## src/rtl/wb_sevenseg_mux.sv

```systemverilog
// Wishbone slave that time-multiplexes up to 16 seven-segment digits with
// per-digit blanking, decimal points, hex or raw segment source and PWM dimming.
module wb_sevenseg_mux #(
    parameter int DIGITS      = 8,
    parameter int REFRESH_DIV = 100000
) (
    input  logic              i_wb_clk,
    input  logic              i_wb_rst_n,
    input  logic [31:0]       i_wb_adr,
    input  logic [31:0]       i_wb_dat,
    input  logic [3:0]        i_wb_sel,
    input  logic              i_wb_we,
    input  logic              i_wb_cyc,
    input  logic              i_wb_stb,
    output logic [31:0]       o_wb_rdt,
    output logic              o_wb_ack,
    output logic [DIGITS-1:0] o_an,
    output logic [6:0]        o_ca,
    output logic              o_dp
);

    localparam int              PW         = (REFRESH_DIV > 1) ? $clog2(REFRESH_DIV) : 1;
    localparam logic [PW-1:0]   PRESC_LAST = PW'(REFRESH_DIV - 1);
    localparam logic [3:0]      IDX_LAST   = 4'(DIGITS - 1);

    // Storable bits of each register word; everything else is dropped on write.
    function automatic logic [31:0] word_mask(input int w);
        logic [31:0] m;
        m = '0;
        for (int d = 0; d < 16; d++) begin
            if (d < DIGITS) begin
                case (w)
                    0: m[16+d] = 1'b1;
                    1: if (d < 8) m[4*d +: 4] = 4'hF;
                    2: if (d >= 8) m[4*(d-8) +: 4] = 4'hF;
                    3: m[d] = 1'b1;
                    default: if ((d / 4) == (w - 4)) m[8*(d%4) +: 7] = 7'h7F;
                endcase
            end
        end
        if (w == 0) m[7:0] = 8'hF3;
        return m;
    endfunction

    function automatic logic [6:0] hex_decode(input logic [3:0] v);
        logic [6:0] s;
        case (v)
            4'h0: s = 7'h3F;
            4'h1: s = 7'h06;
            4'h2: s = 7'h5B;
            4'h3: s = 7'h4F;
            4'h4: s = 7'h66;
            4'h5: s = 7'h6D;
            4'h6: s = 7'h7D;
            4'h7: s = 7'h07;
            4'h8: s = 7'h7F;
            4'h9: s = 7'h6F;
            4'hA: s = 7'h77;
            4'hB: s = 7'h7C;
            4'hC: s = 7'h39;
            4'hD: s = 7'h5E;
            4'hE: s = 7'h79;
            default: s = 7'h71;
        endcase
        return s;
    endfunction

    localparam logic [31:0] MASK [8] = '{word_mask(0), word_mask(1), word_mask(2), word_mask(3),
                                         word_mask(4), word_mask(5), word_mask(6), word_mask(7)};

    logic [31:0]   regs [8];
    logic          ack_q;
    logic [31:0]   rdt_q;
    logic [2:0]    widx;
    logic          req;
    logic          wr;
    logic [31:0]   be;
    logic          unused_adr;

    assign widx       = i_wb_adr[4:2];
    assign unused_adr = ^{i_wb_adr[31:5], i_wb_adr[1:0]};
    assign req        = i_wb_cyc & i_wb_stb & ~ack_q;
    assign wr         = req & i_wb_we;
    assign be         = {{8{i_wb_sel[3]}}, {8{i_wb_sel[2]}}, {8{i_wb_sel[1]}}, {8{i_wb_sel[0]}}};

    // Bus stage: ack is the registered request, so it can never stay high two cycles.
    always_ff @(posedge i_wb_clk) begin
        if (!i_wb_rst_n) begin
            for (int w = 0; w < 8; w++) regs[w] <= '0;
            ack_q <= 1'b0;
            rdt_q <= '0;
        end else begin
            ack_q <= req;
            rdt_q <= req ? regs[widx] : '0;
            if (wr) regs[widx] <= ((regs[widx] & ~be) | (i_wb_dat & be)) & MASK[widx];
        end
    end

    assign o_wb_ack = ack_q;
    assign o_wb_rdt = rdt_q;

    logic          en_q;
    logic          en_kill;
    logic [PW-1:0] presc;
    logic [3:0]    idx;
    logic [3:0]    pwm;

    assign en_q    = regs[0][0];
    assign en_kill = wr & (widx == 3'd0) & i_wb_sel[0] & ~i_wb_dat[0];

    // Scan counters hold at zero while disabled, including the edge that clears EN.
    always_ff @(posedge i_wb_clk) begin
        if (!i_wb_rst_n || !en_q || en_kill) begin
            presc <= '0;
            idx   <= '0;
            pwm   <= '0;
        end else begin
            pwm <= pwm + 4'd1;
            if (presc == PRESC_LAST) begin
                presc <= '0;
                idx   <= (idx == IDX_LAST) ? 4'd0 : idx + 4'd1;
            end else begin
                presc <= presc + 1'b1;
            end
        end
    end

    logic [63:0]       val_all;
    logic [127:0]      raw_all;
    logic [15:0]       blank_vec;
    logic [15:0]       dp_vec;
    logic              lit_p0;
    logic [6:0]        seg_p0;
    logic [DIGITS-1:0] an_p0;

    assign val_all   = {regs[2], regs[1]};
    assign raw_all   = {regs[7], regs[6], regs[5], regs[4]};
    assign blank_vec = regs[0][31:16];
    assign dp_vec    = regs[3][15:0];

    // Select stage: prescaler 0 is the anti-ghost dead cycle.
    always_comb begin
        lit_p0 = en_q & ~blank_vec[idx] & (presc != '0) & (pwm <= regs[0][7:4]);
        seg_p0 = regs[0][1] ? raw_all[{idx, 3'b000} +: 7] : hex_decode(val_all[{idx, 2'b00} +: 4]);
        an_p0  = '1;
        for (int d = 0; d < DIGITS; d++) an_p0[d] = ~(lit_p0 & (idx == 4'(d)));
    end

    logic [DIGITS-1:0] an_p1;
    logic [6:0]        ca_p1;
    logic              dp_p1;

    // Pin stage: all drive is registered to keep the pads glitch-free.
    always_ff @(posedge i_wb_clk) begin
        if (!i_wb_rst_n) begin
            an_p1 <= '1;
            ca_p1 <= 7'h7F;
            dp_p1 <= 1'b1;
        end else begin
            an_p1 <= an_p0;
            ca_p1 <= lit_p0 ? ~seg_p0 : 7'h7F;
            dp_p1 <= lit_p0 ? ~dp_vec[idx] : 1'b1;
        end
    end

    assign o_an = an_p1;
    assign o_ca = ca_p1;
    assign o_dp = dp_p1;

endmodule

```

## config.mk

```make
export PLATFORM = sky130hd
export DESIGN_NAME = wb_sevenseg_mux
export DESIGN_NICKNAME = d
export VERILOG_FILES = /design/src/rtl/wb_sevenseg_mux.sv
export SDC_FILE = /design/constraint.sdc
export NUM_CORES = 1
export LEC_CHECK = 0
export CORE_ASPECT_RATIO = 0.8
export CORE_MARGIN = 2
export CORE_UTILIZATION = 56
export CTS_CLUSTER_SIZE = 28
export DETAILED_ROUTE_END_ITERATION = 10
export DONT_BUFFER_PORTS = 1
export PLACE_DENSITY = 0.71
export SLEW_MARGIN = 20
export SYNTH_ARGS = -nofsm -noshare
export SYNTH_HDL_FRONTEND = slang
export SYNTH_SLANG_ARGS = --single-unit
```

## constraint.sdc

```tcl
create_clock -name i_wb_clk -period 6 [get_ports i_wb_clk]
set_clock_uncertainty 0.2 [all_clocks]
set_input_delay 0.6 -clock i_wb_clk [delete_from_list [all_inputs] [get_ports i_wb_clk]]
set_output_delay 0.6 -clock i_wb_clk [all_outputs]
set_load 0.02 [all_outputs]
```

==> metrics.md <==
| Metric | Value |
|---|---|
| Crit path DAT | 3.86 ns |
| Number of remaining DRC errors | 0 |
| CP max-delay cell | dfxtp_2 |
| Die Ht | 150 um |
| Netlist cell types | 50 |
| Clock slew at reported path FFs | 0.06 ns |
| Hold Path End | o_wb_rdt[7] |
| Post-synthesis simple-gate area fraction | 0.0935 |
| Fin. max-slew vios | 0 |
| Fill count | 1961 |
| Cell count after synthesis | 1012 |
| Post-CTS Setup Bufs | 0 |
| Total CTS buffers | 35 |
| Post-synthesis mux area share | 0.218 |
| Max IR drop VDD | 0.242 mV |
| Hpwl dp | 26300 um |
| Core area | 26300 um2 |
| CP cell instances | mux4_2 -> and2_1 -> a211oi_1 -> a31oi_1 -> inv_1 -> ha_1 -> mux2_2 -> a211oi_1 -> o21ai_0 |
| Crit path top cell by count | a211oi_1 |
| Initial DRC Count | 1217 |
| Synth Area in Compound Gates | 0.0277 |
| Post-synth top flop | edfxtp_1 |
| Largest delay share family, worst path | compound AO/OA/AOI/OAI gates |
| Post-CTS Hold Buffers | 0 |
| Root Driver | clkbuf_16 |
| H-Tree Depth | 2 |
| Setup TNS | 0 ns |
| YS warnings | 0 |
| P_leak | 6.06 nW |
| Flops & latches, synth | 330 |
| Main combinational cell family by area after synthesis | multiplexers |
| Hold/Removal Path Class | primary input to flop |
| Worst r2r src | idx[1] |
| Capturing point of the worst reg2reg path | o_ca[4] |
| Final setup fails | 0 |
| Number of iterations in the first detailed-routing pass | 5 |
| Number of synthesized flops with an enable pin | 256 |
| Total track usage | 0.286 |
| Post-cts resize count | 0 |
| Routed wire length | 38800 um |
| Hold path depth | 2 |
| Share of cells above drive strength 1 | 0.175 |
| Area Growth Syn to Fin | 13.6% |
| Hold_sp | i_wb_adr[4] |
| R2R cell count | 9 |
| Post-synthesis async set-or-reset flop share | 0 |
| RePlAce Congestion | 0.902 |
| Setup CP Type | flop to flop |
| Reg2Reg Setup Slack | 2.30 ns |
| Num rows | 53 |
| Commonest non-fill, non-tap cell in the layout | edfxtp_1 |
| Final Hold Viols | 0 |
| Clock insertion delay at the later pin of the skew report | 0.53 ns |
| Worst Path Required | 6.16 ns |
| CTS Buffer Depth | 3 |
| WP buf/inv | 1 |
| RSZ-0062 raised after global routing | no |
| Worst setup startpoint | idx[1] |
| Total number of vias | 9322 |
| Diodes inserted | 0 |
| Status | finished, final reports clean |
| Largest net degree at the start of global routing | 82 |
| Final worst slack | 2.30 ns |
| Routed len/inst | 25.2 um |
| Post-Synth Adder-Cell Area | 0.0142 |
| Stages on worst setup path | 9 |
| Antenna violations before repair | 2 |
| CP Launch Type | flop |
| I/O Pins | 122 |
| Antenna Nets Post-Route | 0 |
| Port bufs | 0 |
| P per Cell Area | 305 nW/um2 |
| Final critical-path share of the clock period | 0.617 |
| Number of global-route vias before repair | 9242 |
| CTS sink count | 330 |
| FMAX | 270 MHz |
| Most frequent cells in the layout | 256 x edfxtp_1, 183 x nor2_1, 146 x conb_1 |
| Seq/Total Area, Yosys | 0.612 |
| Relative slew slack | 0.345 |
| Avg Cell Area, Syn | 14.8 um2 |
| Max_cap viols | 0 |
| Setup slack at placement | 2.34 ns |
| CP max FO | 29 |
| Die width | 187 um |
| Initial Utilization | 0.570 |
| Die area | 28100 um2 |
| First-pass GRT wire length | 58500 um |
| Fin nets | 1242 |
| Final min period | 3.70 ns |
| Via-to-Cell Ratio | 6.07 |
| CP Capture Type | flop |
| Pin slew with the least headroom to its limit | 0.983 ns |
| CTS tree | done |
| XOR/XNOR Fraction of Synth Area | 0.0105 |
| Synth Cell Area | 15000 um2 |
| Max incr delay on CP | 0.97 ns |
| Gr ovfl total | 0 |
stage by stage:
step	instance area, um2	power (W)	hold WS (ns)	util	instances
after CTS	17000	0.00521	0.0634	0.647	1536
final	17000	0.00520	0.0887	0.647	1536
after detailed placement	15900	0.00304	0.256	0.602	1472
after global routing	17000	0.00534	0.0787	0.647	1536
after floorplan	15500	0.00294	0.230	-	1157
after global placement	15900	0.00304	0.246	0.602	1472
state kept, by name, summed over array words and instances (netlist names):
register  cells
o_wb_rdt     32
presc        17
o_wb_ack      1
o_dp          1
pwm           4
regs        256
o_an          8
o_ca          7
idx           4
report_power, final:
| group | internal [W] | leakage (nW) | switching [W] | total [W] |
|---|---|---|---|---|
| combinational | 0.000148 | 2.32 | 0.000192 | 0.000340 |
| sequential | 0.00259 | 3.17 | 0.0000762 | 0.00267 |
| clock | 0.00130 | 0.581 | 0.000893 | 0.00219 |
| total | 0.00404 | 6.06 | 0.00116 | 0.00520 |
routing by layer:
metal | up-vias | wire, um | global-route usage
met1 | 4668 | 15900 | 0.421
met5 | - | 13 | 0
li1 | 3992 | - | -
met3 | 59 | 5010 | 0.0832
met2 | 601 | 17100 | 0.427
met4 | 2 | 689 | 0.0675
cell families (layout without fill, tap and decap cells):
logic type	count (synthesis)	after routing
xor gates and xnor gates	18	18
DFF	330	330
muxes	172	172
buffers and inverters	79	101
AOI/OAI and AO/OA	66	66
adders and majority gates	17	17
and+or+nand+nor	329	329
other	1	146
cells in the mapped netlist, types with 2 or more instances:
cell      count  area (um2)
nand2_1      76         285
dfxtp_1      74        1480
nor4_1        3        18.8
and4_1        2        17.5
buf_6         2        22.5
nor2_1      183         687
mux2i_1      45         450
a41oi_1       2        17.5
xnor2_1       7        61.3
a211oi_1      5        37.5
inv_1        16        60.1
o211ai_1      4        30.0
nor3_1        3        15.0
and3_1        7        43.8
mux4_2      118        2660
nand2b_1     10        62.6
o21ai_0      31         155
nand4b_1      2        17.5
a21oi_1       6        30.0
o311ai_0      2        17.5
xor2_1       11        96.3
clkbuf_1     21        78.8
and2_1        4        25.0
o21a_1        4        30.0
a31oi_1       5        31.3
buf_1         6        22.5
mux2_2        5        56.3
edfxtp_1    256        7690
nand4_1       7        43.8
buf_2        29         145
buf_4         4        30.0
nor2b_1       2        12.5
nand3_1      24         120
mux4_1        4         105
ha_1         17         213
worst max path at each step:
| stage | slack, ns | to |
|---|---|---|
| after global placement | 2.39 | regs[0][19] |
| after detailed placement | 2.34 | regs[0][19] |
| after global routing | 2.00 | o_ca[4] |
| after floorplan | 1.06 | regs[6][0] |
| final | 2.30 | o_ca[4] |
| after CTS | 2.37 | o_ca[4] |
layout make-up:
type,instances,area [um2],area share
tap,357,447,0.0262
clock inverter,9,85.1,0.00500
inverter,17,63.8,0.00375
multi-input combinational,748,6020,0.354
timing repair buffer,20,150,0.00882
clock buffer,55,1090,0.0639
sequential,330,9170,0.539
worst reg2reg max path, stage by stage, from the launching register on:
cell and delay [ns]:
dfxtp_2 0.97, mux4_2 0.38, and2_1 0.17, a211oi_1 0.06, a31oi_1 0.64, inv_1 0.20, ha_1 0.31, mux2_2 0.28
a211oi_1 0.22, o21ai_0 0.12
Note: power is estimated with default switching activity, not from simulation.
